===== src/rtl/sine_cos_pwm_pkg.sv =====
// Shared constants and types for the dual-channel sine/cos PWM modulator.
// Latency: n/a (declarations only).
// Backpressure: n/a.
package sine_cos_pkg;

  // Default sample width and PWM resolution.
  localparam int WIDTH_DEF = 8;

  // Full-scale duty; a period spans this many counter ticks.
  function automatic int pwm_max(input int width);
    return (1 << width) - 1;
  endfunction

  // Modulator FSM encoding.
  typedef enum logic {
    IDLE = 1'b0,
    RUN  = 1'b1
  } state_t;

endpackage


===== src/rtl/sine_cos_pwm_if.sv =====
// Sample/strobe/PWM bundle between the sine/cos generator and the modulator.
// Latency: n/a (wiring only).
// Backpressure: none; sample_req paces the generator, one step per PWM period.
interface sine_cos_pwm_if
  import sine_cos_pkg::*;
#(
  parameter int WIDTH = WIDTH_DEF
);

  logic             en;
  logic [WIDTH-1:0] sine_u;
  logic [WIDTH-1:0] cos_u;
  logic             sample_req;
  logic             period_start;
  logic             pwm_sine;
  logic             pwm_cos;

  // Generator/controller side.
  modport master (
    output en, sine_u, cos_u,
    input  sample_req, period_start, pwm_sine, pwm_cos
  );

  // Modulator side.
  modport slave (
    input  en, sine_u, cos_u,
    output sample_req, period_start, pwm_sine, pwm_cos
  );

endinterface


===== src/rtl/sine_cos_pwm_chan.sv =====
// One PWM channel: double-buffered duty register plus registered compare.
// Latency: 1 clk from counter/duty to o_pwm.
// Backpressure: none; i_din is only sampled on i_load.
module sine_cos_pwm_chan
  import sine_cos_pkg::*;
#(
  parameter int WIDTH = WIDTH_DEF
) (
  input  logic             clk,
  input  logic             reset,
  input  logic             i_load,
  input  logic             i_active,
  input  logic [WIDTH-1:0] i_din,
  input  logic [WIDTH-1:0] i_cnt,
  output logic             o_pwm
);

  logic [WIDTH-1:0] r_duty;
  logic             r_pwm;

  // Duty only changes at a period boundary so a period is never split.
  always_ff @(posedge clk) begin
    if (reset) begin
      r_duty <= '0;
    end else if (i_load) begin
      r_duty <= i_din;
    end
  end

  // Output is high while the shared counter is below the duty; forced low when not running.
  always_ff @(posedge clk) begin
    if (reset) begin
      r_pwm <= 1'b0;
    end else begin
      r_pwm <= i_active && (i_cnt < r_duty);
    end
  end

  assign o_pwm = r_pwm;

endmodule


===== src/rtl/sine_cos_pwm.sv =====
// Dual PWM modulator for offset-binary sine/cos samples; strobes the generator once per period.
// Latency: load edge -> period_start +1 clk, sample_req +2 clk; counter/duty -> pwm pins 1 clk.
// Backpressure: none; en low idles the block, duty registers hold.
module sine_cos_pwm
  import sine_cos_pkg::*;
#(
  parameter int WIDTH    = WIDTH_DEF,
  parameter int PRESCALE = 1
) (
  input  logic          clk,
  input  logic          reset,
  sine_cos_pwm_if.slave bus
);

  localparam int                MAX      = pwm_max(WIDTH);
  localparam int                PRE_W    = (PRESCALE > 1) ? $clog2(PRESCALE) : 1;
  localparam logic [PRE_W-1:0]  PRE_LAST = PRE_W'(PRESCALE - 1);
  localparam logic [WIDTH-1:0]  CNT_LAST = WIDTH'(MAX - 1);

  state_t           r_state;
  state_t           w_state_nxt;
  logic [PRE_W-1:0] r_pre;
  logic [WIDTH-1:0] r_cnt;
  logic             r_period_start;
  logic             r_sample_req;
  logic             w_tick;
  logic             w_load;
  logic             w_active;
  logic             w_pwm_s;
  logic             w_pwm_c;

  assign w_tick = (r_pre == PRE_LAST);

  // FSM state register.
  always_ff @(posedge clk) begin
    if (reset) begin
      r_state <= IDLE;
    end else begin
      r_state <= w_state_nxt;
    end
  end

  // Next state, duty-load strobe and run qualifier; en low always wins over a wrap.
  always_comb begin
    w_state_nxt = r_state;
    w_load      = 1'b0;
    w_active    = 1'b0;
    case (r_state)
      IDLE: begin
        if (bus.en) begin
          w_state_nxt = RUN;
          w_load      = 1'b1;
        end
      end
      RUN: begin
        if (!bus.en) begin
          w_state_nxt = IDLE;
        end else begin
          w_active = 1'b1;
          w_load   = w_tick && (r_cnt == CNT_LAST);
        end
      end
      default: w_state_nxt = IDLE;
    endcase
  end

  // Prescaler and period counter; cleared when idle and at every load.
  always_ff @(posedge clk) begin
    if (reset) begin
      r_pre <= '0;
      r_cnt <= '0;
    end else if (w_active && !w_load) begin
      if (w_tick) begin
        r_pre <= '0;
        r_cnt <= r_cnt + 1'b1;
      end else begin
        r_pre <= r_pre + 1'b1;
      end
    end else begin
      r_pre <= '0;
      r_cnt <= '0;
    end
  end

  // period_start marks the load; sample_req trails it by a clk so the generator steps after the load.
  always_ff @(posedge clk) begin
    if (reset) begin
      r_period_start <= 1'b0;
      r_sample_req   <= 1'b0;
    end else begin
      r_period_start <= w_load;
      r_sample_req   <= bus.en && r_period_start;
    end
  end

  sine_cos_pwm_chan #(.WIDTH(WIDTH)) u_chan_s (
    .clk      (clk),
    .reset    (reset),
    .i_load   (w_load),
    .i_active (w_active),
    .i_din    (bus.sine_u),
    .i_cnt    (r_cnt),
    .o_pwm    (w_pwm_s)
  );

  sine_cos_pwm_chan #(.WIDTH(WIDTH)) u_chan_c (
    .clk      (clk),
    .reset    (reset),
    .i_load   (w_load),
    .i_active (w_active),
    .i_din    (bus.cos_u),
    .i_cnt    (r_cnt),
    .o_pwm    (w_pwm_c)
  );

  assign bus.pwm_sine     = w_pwm_s;
  assign bus.pwm_cos      = w_pwm_c;
  assign bus.period_start = r_period_start;
  assign bus.sample_req   = r_sample_req;

endmodule


===== src/flat_wrapper.sv =====
// flat-port wrapper written by rule: the top's interface ports become plain ports
module sine_cos_pwm_flat import sine_cos_pkg::*;
#(
  parameter int WIDTH    = WIDTH_DEF,
  parameter int PRESCALE = 1
)
  (clk, reset, bus_en, bus_sine_u, bus_cos_u, bus_sample_req, bus_period_start, bus_pwm_sine, bus_pwm_cos);
  sine_cos_pwm_if #(.WIDTH(WIDTH)) bus_i ();
  input  logic clk;
  input  logic reset;
  input wire logic [$bits(bus_i.en)-1:0] bus_en;
  input wire logic [$bits(bus_i.sine_u)-1:0] bus_sine_u;
  input wire logic [$bits(bus_i.cos_u)-1:0] bus_cos_u;
  output wire logic [$bits(bus_i.sample_req)-1:0] bus_sample_req;
  output wire logic [$bits(bus_i.period_start)-1:0] bus_period_start;
  output wire logic [$bits(bus_i.pwm_sine)-1:0] bus_pwm_sine;
  output wire logic [$bits(bus_i.pwm_cos)-1:0] bus_pwm_cos;
  assign bus_i.en = bus_en;
  assign bus_i.sine_u = bus_sine_u;
  assign bus_i.cos_u = bus_cos_u;
  assign bus_sample_req = bus_i.sample_req;
  assign bus_period_start = bus_i.period_start;
  assign bus_pwm_sine = bus_i.pwm_sine;
  assign bus_pwm_cos = bus_i.pwm_cos;
  sine_cos_pwm #(.WIDTH(WIDTH), .PRESCALE(PRESCALE)) u_core (.clk(clk), .reset(reset), .bus(bus_i));
endmodule

===== config.mk =====
export PLATFORM = sky130hd
export DESIGN_NAME = sine_cos_pwm_flat
export DESIGN_NICKNAME = d
export VERILOG_FILES = /design/src/rtl/sine_cos_pwm_pkg.sv /design/src/rtl/sine_cos_pwm_if.sv /design/src/rtl/sine_cos_pwm_chan.sv /design/src/rtl/sine_cos_pwm.sv /design/src/flat_wrapper.sv
export SDC_FILE = /design/constraint.sdc
export NUM_CORES = 1
export LEC_CHECK = 0
export ABC_AREA = 1
export ABC_CLOCK_PERIOD_IN_PS = 2200
export CAP_MARGIN = 20
export CORE_ASPECT_RATIO = 0.9
export CORE_MARGIN = 2
export CORE_UTILIZATION = 55
export DETAILED_ROUTE_END_ITERATION = 8
export HOLD_SLACK_MARGIN = 0.08
export PLACE_DENSITY = 0.8
export SLEW_MARGIN = 10
export SYNTH_ARGS = -nofsm -noshare
export SYNTH_HDL_FRONTEND = slang
export SYNTH_SLANG_ARGS = --single-unit

===== constraint.sdc =====
create_clock -name clk -period 2.2 [get_ports clk]
set_input_delay 0.44 -clock clk [delete_from_list [all_inputs] [get_ports clk]]
set_output_delay 0.44 -clock clk [all_outputs]
set_load 0.02 [all_outputs]

==> run metrics, run 1 <==
status=complete, no violations; Gate power share=16.0%; final setup fails=0; # nets final=296; startpoint types=register; Peak supply drop=380 µV; Post-Route WL=3.08 mm; minimum clock period after layout=1.72 ns; cell family with most CP delay=buffers and inverters; critical path fanouts, max=2; clock skew=0.00442 ns; WP buf/inv=1; pre-CTS setup slack=0.548 ns; Clk Latency, worst-skew pair=0.33 ns; CTS tree=yes; clock transition at the registers of the reported paths=0.09 ns; Unique masters post-synth=26; Slowest-stage cell, CP=clkdlybuf4s50_1; Layout area overhead=15.3%; most common cell in the netlist=nand2_1; DRC errors left=0; initial core utilization=56.7%; Synth Instances=238; Avg Cell Area, Syn=7.13 µm²; LEAKAGE=0.000932 µW; buffers added on ports=22; CTS Hold Buffers Added=0; htree depth=2; Final ANT Viol Nets=0; final slew viol count=0; initial antenna violation count=0; Initial DRC Count=88; vias in the first global route=1300; Hold Fails Final Rpt=0; routability cong.=0.805; Synth area leaders=dfxtp_1, ha_1, nand2_1; nature of the critical path endpoint=primary output; Max Cap Violations=0; core area=3000 µm²; IO Pins=23; Net Sw Power=278 µW; row count=19; power share of the clock group=28.0%; Reg power frac=56.0%; DR vias=1428; crit-path cells=clkdlybuf4s50_1; Post CTS Setup Buffer Count=0; syn nets=273; CP required=1.76 ns; switching part of the total=26.5%; CTS Buf Count=5; vias per std cell=4.71; Die Y=56.7 µm; gr usage total=20.4%; CTS root buf=clkbuf_4; TritonCTS Sinks=30; Synth Warn #=0; post-synth top area cell=dfxtp_1; Max Fclk=581 MHz; Ant. Diodes=0; share of layout cells above drive strength 1=6.90%; TNS Setup=0 ns; drt pass-1 iters=4; deepest clock path buffer count=2; worst hold slack=0.443 ns; post-synthesis sequential element count=30; die width=62.6 µm; Pint=770 µW; pin count of the biggest net entering global routing=34; final instance area=1960 µm²; fill cell count=282; post-DP HPWL=2.27 mm; Data arrival, critical path=1.28 ns; first-pass GRT wire length=5.64 mm; hold crit path type=register to register; P per Cell Area=535 nW/µm²; WL per Instance=10.2 µm; Async SR Flop Fraction=0%; Post-DP Area=1910 µm²; largest stage delay on the critical path=0.61 ns; Tcrit/Tclk final=78.2%; GRT overflow=0; final worst setup slack=0.479 ns; Post-CTS Resized=0; post-synthesis sequential area ratio=35.4%; Post-synth EDFFs=0; die area=3550 µm²; Overall Power=1050 µW; Mapped Area=1700 µm²; post-synth top area share=35.4%; Top FF cell, synth=dfxtp_1; unrepaired setup endpoints after global routing=false; worst setup path class=register to primary output; Post-synth top cells=nand2_1, inv_1, nor2_1
cell families (layout without fill, tap and decap cells):
group                      after synthesis  count (layout)  synth area share, %
adders and majority gates               16              16                 11.8
and+or+nand+nor                        110             110                 28.4
buffers and inverters                   51              74                 13.8
DFF                                     30              30                 35.4
xor gates and xnor gates                 3               3                 1.55
other                                    1               1                0.221
AOI/OAI and AO/OA                       27              27                 8.92
layer usage:
layer  share of wire [%]  track usage, %
met5                   0               0
met4                 1.5            6.67
met3                 4.6            7.21
met2                  44            33.2
met1                  50            25.4
power by group through the flow:
stage	registers (µW)	logic, µW	clock network (µW)
finish	587	167	294
global route	590	195	331
detailed placement	600	168	0
floorplan	598	117	0
CTS	587	169	308
global placement	598	165	0
placed cells by master (no fill, tap or decap):
master | Yosys | routed
nand2_1 | 50 | 50
inv_1 | 43 | 43
nor2_1 | 32 | 32
dfxtp_1 | 30 | 30
clkdlybuf4s50_1 | 0 | 22
a21oi_1 | 21 | 21
nand3_1 | 18 | 18
ha_1 | 16 | 16
clkbuf_4 | 0 | 5
xor2_1 | 3 | 3
a21oi_2 | 3 | 3
nor3_2 | 2 | 2
nand2_2 | 2 | 2
o21a_1 | 2 | 2
clkbuf_1 | 0 | 2
buf_4 | 1 | 2
nor2_4 | 1 | 1
nor2_2 | 1 | 1
nand3_2 | 1 | 1
nor3b_1 | 1 | 1
nor3_1 | 1 | 1
nand2_4 | 1 | 1
o21ai_0 | 1 | 1
conb_1 | 1 | 1
metrics by stage:
stage          std cells  util (%)
3_3_place_gp         296      63.9
5_1_grt              303      65.4
2_1_floorplan        238         -
6_report             303      65.4
4_1_cts              303      65.4
3_5_place_dp         296      63.9
worst paths after layout:
| kind | cells past startpoint | endpoint | slack, ns | start |
|---|---|---|---|---|
| max | 1 | bus_period_start | 0.48 | u_core.bus.period_start |
| min | 2 | u_core.bus.sample_req | 0.44 | u_core.bus.period_start |
| min reg2reg | 2 | u_core.bus.sample_req | 0.44 | u_core.bus.period_start |
| max reg2reg | 9 | u_core.u_chan_c.r_duty[3] | 0.53 | u_core.r_cnt[0] |
area by class of cell:
class                           instances  area, µm²  area share, %
Multi-Input combinational cell        157        863           44.1
Sequential cell                        30        601           30.7
Tap cell                               42       52.6           2.68
Timing Repair Buffer                   24        235           12.0
Clock buffer                            7       45.0           2.30
Inverter                               43        161           8.24
state kept, by name (all words and copies together) (netlist names):
name / flops
u_core.u_chan_c.o_pwm: 1
u_core.u_chan_s.r_duty: 8
u_core.r_state: 1
u_core.r_pre: 1
u_core.r_cnt: 8
u_core.u_chan_c.r_duty: 8
u_core.bus.period_start: 1
u_core.bus.sample_req: 1
u_core.u_chan_s.o_pwm: 1
No activity file was read; power rests on OpenSTA's default activity.
==> run 2: changes to the inputs <==
--- a/config.mk
+++ b/config.mk
@@ -6,14 +6,14 @@
 export NUM_CORES = 1
 export LEC_CHECK = 0
 export ABC_AREA = 1
-export ABC_CLOCK_PERIOD_IN_PS = 2200
+export ABC_CLOCK_PERIOD_IN_PS = 1600
 export CAP_MARGIN = 20
 export CORE_ASPECT_RATIO = 0.9
 export CORE_MARGIN = 2
-export CORE_UTILIZATION = 55
+export CORE_UTILIZATION = 54
 export DETAILED_ROUTE_END_ITERATION = 8
 export HOLD_SLACK_MARGIN = 0.08
-export PLACE_DENSITY = 0.8
+export PLACE_DENSITY = 0.79
 export SLEW_MARGIN = 10
 export SYNTH_ARGS = -nofsm -noshare
 export SYNTH_HDL_FRONTEND = slang
==> constraint.sdc (replaced) <==
create_clock -name clk -period 1.6 [get_ports clk]
set_input_delay 0.32 -clock clk [delete_from_list [all_inputs] [get_ports clk]]
set_output_delay 0.32 -clock clk [all_outputs]
set_load 0.02 [all_outputs]
==> run 2 against run 1 <==
Compared with the run above: utilization grew 3.4 points; clock skew rose by 0.0014 ns; worst setup slack got worse by 0.44 ns; critical endpoint is now bus_sample_req; highest routed layer unchanged; via count up 0.84%; sequential power is 37% higher.
==> run metrics, run 2 (synthesis results as in run 1) <==
status=complete, no violations; cell count along the critical path=1; row count=19; vias per std cell=4.59; LEAKAGE=0.00104 µW; Ant. Diodes=0; startpoint types=register; drt pass-1 iters=4; CTS tree=yes; die area=3610 µm²; Hold Fails Final Rpt=0; power share of the clock group=28.1%; cell family with most CP delay=buffers and inverters; Layout area overhead=22.3%; WP buf/inv=1; initial core utilization=56.2%; worst setup path class=register to primary output; most common cell after layout, fill and taps aside=nand2_1; initial antenna violation count=0; CP required=1.28 ns; Peak supply drop=380 µV; critical path fanouts, max=1; Slowest-stage cell, CP=clkdlybuf4s50_1; hold crit path type=register to register; Reg power frac=55.0%; clock skew=0.00582 ns; GRT overflow=0; CTS root buf=clkbuf_4; pre-CTS setup slack=0.131 ns; share of layout cells above drive strength 1=10.7%; CTS Hold Buffers Added=0; clock transition at the registers of the reported paths=0.09 ns; final slew viol count=0; TNS Setup=0 ns; routability cong.=0.764; r2r setup slk=0.19 ns; reg-to-reg critical path endpoint=u_core.u_chan_s.r_duty[7]; Final ANT Viol Nets=0; Clk Latency, worst-skew pair=0.34 ns; DRC errors left=0; largest stage delay on the critical path=0.59 ns; die width=63.1 µm; gr usage total=21.2%; final worst setup slack=0.0403 ns; final instance area=2080 µm²; first-pass GRT wire length=5.78 mm; worst hold path endpoint=u_core.bus.sample_req; Post-DP Area=2020 µm²; deepest clock path buffer count=2; final setup fails=0; Net Sw Power=390 µW; P per Cell Area=706 nW/µm²; minimum clock period after layout=1.56 ns; IO Pins=23; CTS Buf Count=5; hold depth=2; Reg2Reg Depth=9; vias in the first global route=1358; htree depth=2; WL per Instance=9.91 µm; Die Y=57.2 µm; Max Cap Violations=0; core area=3020 µm²; commonest non-fill, non-tap cells in the layout=nand2_1, inv_1, nor2_1; post-DP HPWL=2.40 mm; placed cell count=307; pin count of the biggest net entering global routing=25; DR vias=1440; Post-Route WL=3.11 mm; Initial DRC Count=62; r2r startpoint=u_core.r_cnt[0]; nature of the critical path endpoint=primary output; TritonCTS Sinks=30; Max Fclk=641 MHz; Data arrival, critical path=1.24 ns; unrepaired setup endpoints after global routing=false; Tcrit/Tclk final=97.5%; crit-path cells=clkdlybuf4s50_1; buffers added on ports=22; fin cells=314; switching part of the total=26.6%; # nets final=307; hold_sp=u_core.bus.period_start; Gate power share=16.9%; Largest regs=u_core.r_cnt: 8 flops, u_core.u_chan_c.r_duty: 8 flops, u_core.u_chan_s.r_duty: 8 flops; Core Util, Final=68.8%; Pint=1080 µW
-- run 2: worst max-delay path by stage --
stage	endpoint	from	slack, ns
5_1_grt	bus_sample_req	u_core.bus.sample_req	0.005
4_1_cts	bus_period_start	u_core.bus.period_start	0.009
6_report	bus_sample_req	u_core.bus.sample_req	0.04
3_3_place_gp	u_core.u_chan_c.o_pwm	bus_en	0.12
3_5_place_dp	u_core.r_cnt[3]	bus_en	0.13
2_1_floorplan	u_core.u_chan_c.r_duty[1]	u_core.r_cnt[0]	0.26
-- run 2: power by group through the flow --
| stage | logic, µW | registers (µW) | clock network [µW] |
|---|---|---|---|
| after floorplan | 161 | 823 | 0 |
| after global placement | 246 | 823 | 0 |
| after detailed placement | 251 | 823 | 0 |
| after CTS | 252 | 806 | 417 |
| after global routing | 290 | 811 | 444 |
| final | 248 | 806 | 411 |
-- run 2: layout make-up --
cell class	count	area (µm²)
repair buffers	35	348
multi-input cells	157	870
inverters	43	161
clock buffers	7	45.0
flip-flops and latches	30	601
well taps	42	52.6
fillers	279	942
-- run 2: what timing repair did --
item / CTS / global route
setup buffers: 0 / 0
setup endpoints to repair: 0 / 3
resized for setup: 0 / 3
-- run 2: through the flow --
step                total power (µW)  hold WS, ns
floorplan                        984        0.392
global placement                1070        0.426
detailed placement              1070        0.440
CTS                             1470        0.455
global route                    1550        0.495
finish                          1470        0.447
-- run 2: per-layer routing --
| metal | track usage (%) | vias up | wire length [µm] |
|---|---|---|---|
| met1 | 24.9 | 614 | 1530 |
| met4 | 11.4 | 0 | 74 |
| met2 | 36.2 | 19 | 1390 |
| met5 | 0 | - | 0 |
| met3 | 4.93 | 7 | 110 |
| li1 | - | 800 | - |
-- run 2: worst register-to-register path: cells and delay by family, from the launching register on --
kind	cells	cell delay [ns]
and+or+nand+nor	5	0.38
DFF	1	0.37
buffers and inverters	2	0.23
adders and majority gates	1	0.19
AOI/OAI and AO/OA	1	0.14
==> edit, RTL diff (flow settings as in run 2) <==
Reset style: asynchronous (`reset`), changed in 5 clocked blocks.
--- a/src/rtl/sine_cos_pwm_chan.sv
+++ b/src/rtl/sine_cos_pwm_chan.sv
@@ -21,3 +21,3 @@
   // Duty only changes at a period boundary so a period is never split.
-  always_ff @(posedge clk) begin
+  always_ff @(posedge clk or posedge reset) begin
     if (reset) begin
@@ -30,3 +30,3 @@
   // Output is high while the shared counter is below the duty; forced low when not running.
-  always_ff @(posedge clk) begin
+  always_ff @(posedge clk or posedge reset) begin
     if (reset) begin
--- a/src/rtl/sine_cos_pwm.sv
+++ b/src/rtl/sine_cos_pwm.sv
@@ -34,3 +34,3 @@
   // FSM state register.
-  always_ff @(posedge clk) begin
+  always_ff @(posedge clk or posedge reset) begin
     if (reset) begin
@@ -67,3 +67,3 @@
   // Prescaler and period counter; cleared when idle and at every load.
-  always_ff @(posedge clk) begin
+  always_ff @(posedge clk or posedge reset) begin
     if (reset) begin
@@ -85,3 +85,3 @@
   // period_start marks the load; sample_req trails it by a clk so the generator steps after the load.
-  always_ff @(posedge clk) begin
+  always_ff @(posedge clk or posedge reset) begin
     if (reset) begin
Behaviour: differs if reset is asserted again (counterexample within 4 cycles, from zero or initial values and one cycle with reset high); with reset held inactive, the same outputs for 10 cycles.
==> edit against run 2 <==
  * Register-to-register slack worse by 0.06 ns
  * Worst hold slack worse by 0.10 ns
  * Design area is 6.3% lower
  * Critical path depth unchanged
  * Critical endpoint unchanged
  * Power up 6.6%
  * Sequential share of layout area rose by 8.4 points
  * Worst setup slack worse by 0.0090 ns
  * Synthesized area down 7.4%
  * Routed wire length up 2.7%
  * Clock power increased by 9.5%
  * First-iteration DRC count is 11% lower
  * Sequential cell count down 1
==> edit: results (changes against run 2) <==
[outcome]
outcome=finished clean

[route]
dr.pass1.iters=4  ; unchanged
drt_wl_total_mm=3.20  ; +2.7%
drtIter0Drc=55  ; -11%
via_per_inst=4.93  ; +7.5%

[logic_synthesis]
synth_common_cells=nand2_1 (62), dfrtp_1 (29), inv_1 (26)
syn-num-nets=226  ; -17%
yosysMostFrequentCell=nand2_1
ys_warn_count=0  ; unchanged
synth_cell_type_count=17  ; -35%
synthArstFlopShare_pct=100  ; +100 points
yosysSeqAreaShare_pct=46.1  ; +11 points
synth.top_cells.by_area=dfrtp_1 (46%), nand2_1 (15%), ha_1 (13%), nand3_1 (6.7%), inv_1 (6.2%)
ys.flop_type=dfrtp_1

[worst_setup_path]
r2r_cells=9  ; unchanged
worstPathMaxFanout=1  ; unchanged
cpLargestDelayFamily=buffers and inverters
reg2reg_from=u_core.r_cnt[0]
cp_slowest_stage_delay_ns=0.59  ; about the same
rr_endpoint=u_core.u_chan_s.r_duty[6]
r2r_slack_ns=0.13  ; -0.06 ns
cp.arrival_ns=1.25

[placement]
gp_congestion=0.785  ; +2.8%
portBuffers=22  ; unchanged
place_hpwl_mm=2.40  ; +0.14%
placed_area_um2=1860  ; -8.1%

[hold_path]
hold_path.class=primary input to async pin

[sta]
relSlewSlack_pct=75.5
skew_ns=0.00667  ; +0.000849 ns

[final_layout]
diodes=0  ; unchanged
reg_top3=u_core.r_cnt (8), u_core.u_chan_c.r_duty (8), u_core.u_chan_s.r_duty (8)
drive_above_1_share_pct=8.52  ; -2.1 points
nNetsFinal=258  ; -16%

[clock_network]
htree_levels=2  ; unchanged
clk_pin_slew_ns=0.09  ; about the same
cts_buffer_depth=2  ; unchanged
cts_root_buffer=clkbuf_4
clkLatencyLatePin_ns=0.33
cts_inserted_buffers=5  ; unchanged

[power_and_ir_drop]
switching_share_pct=27.7  ; +1.1 points
max-vdd-ir-drop_uv=587  ; +55%
p_leak_nw=1.08  ; +4.1%

[global_routing]
grt_max_degree=30  ; +20%
grt_pass1_vias=1197  ; -12%
grt_pass1_wl_mm=5.22  ; -9.7%
track_usage_pct=22.2  ; +1.0 points

[job]
drv_cap=0  ; unchanged

## edit: cell count changes after synthesis, moves of 12 or more
cell     before  now
a21oi_1      21    4
dfrtp_1       0   29
dfxtp_1      30    0
inv_1        43   26
nand2_1      50   62
nor2_1       32   14
## edit: worst max-delay path by stage
stage	startpoint	end	slack (ns)
floorplan	u_core.r_cnt[0]	u_core.u_chan_c.r_duty[3]	0.24
global placement	u_core.r_cnt[0]	u_core.u_chan_c.r_duty[1]	0.16
finish	u_core.bus.sample_req	bus_sample_req	0.03
global route	u_core.r_cnt[0]	u_core.r_cnt[5]	-0.01
detailed placement	u_core.r_cnt[0]	u_core.u_chan_c.r_duty[6]	0.13
CTS	u_core.u_chan_s.o_pwm	bus_pwm_sine	0.02
## edit: tightest hold or removal path: stages
cell	delay, ns
clkdlybuf4s50_1	0.39
inv_1	0.05
buf_4	0.33
## edit: layer usage
layer	vias to the layer above	GRT usage, %	wire length (µm)
met2	33	35.5	1520
met1	592	28.2	1420
met4	0	12.3	100
met3	12	4.88	151
li1	659	-	-
met5	-	0	0
## edit: kinds of logic after synthesis
family | count (synthesis) | synth area share (%)
AND/OR/NAND/NOR | 108 | 29.9
buffers and inverters | 31 | 8.27
flip-flops | 29 | 46.1
adder cells (fa/ha/maj) | 16 | 12.7
AO/OA/AOI/OAI | 4 | 1.27
XOR/XNOR | 3 | 1.67
## edit: layout make-up
class,instances,area (µm²)
multi-input combinational,131,726
clock buffer,7,55.1
inverter,27,101
timing repair buffer,29,289
sequential,29,726
fill,236,823
tap,40,50.0
## edit: repair_timing
action,in CTS,in global routing
gates resized for setup,1,3
buffers inserted,0,3
hold endpoints to repair,0,0
setup endpoints to repair,1,24
## edit: through the flow
| step | instances | setup WS [ns] | hold slack [ns] |
|---|---|---|---|
| global route | 263 | -0.0149 | 0.413 |
| CTS | 260 | 0.0204 | 0.360 |
| floorplan | 191 | 0.238 | 0.351 |
| detailed placement | 253 | 0.130 | 0.464 |
| finish | 263 | 0.0313 | 0.347 |
| global placement | 253 | 0.159 | 0.441 |
## edit: power groups by stage
stage	Sequential [mW]	Clock, mW	Combinational [mW]
4_1_cts	0.827	0.460	0.280
2_1_floorplan	0.839	0	0.167
5_1_grt	0.835	0.493	0.325
3_5_place_dp	0.842	0	0.278
3_3_place_gp	0.840	0	0.264
6_report	0.827	0.450	0.285
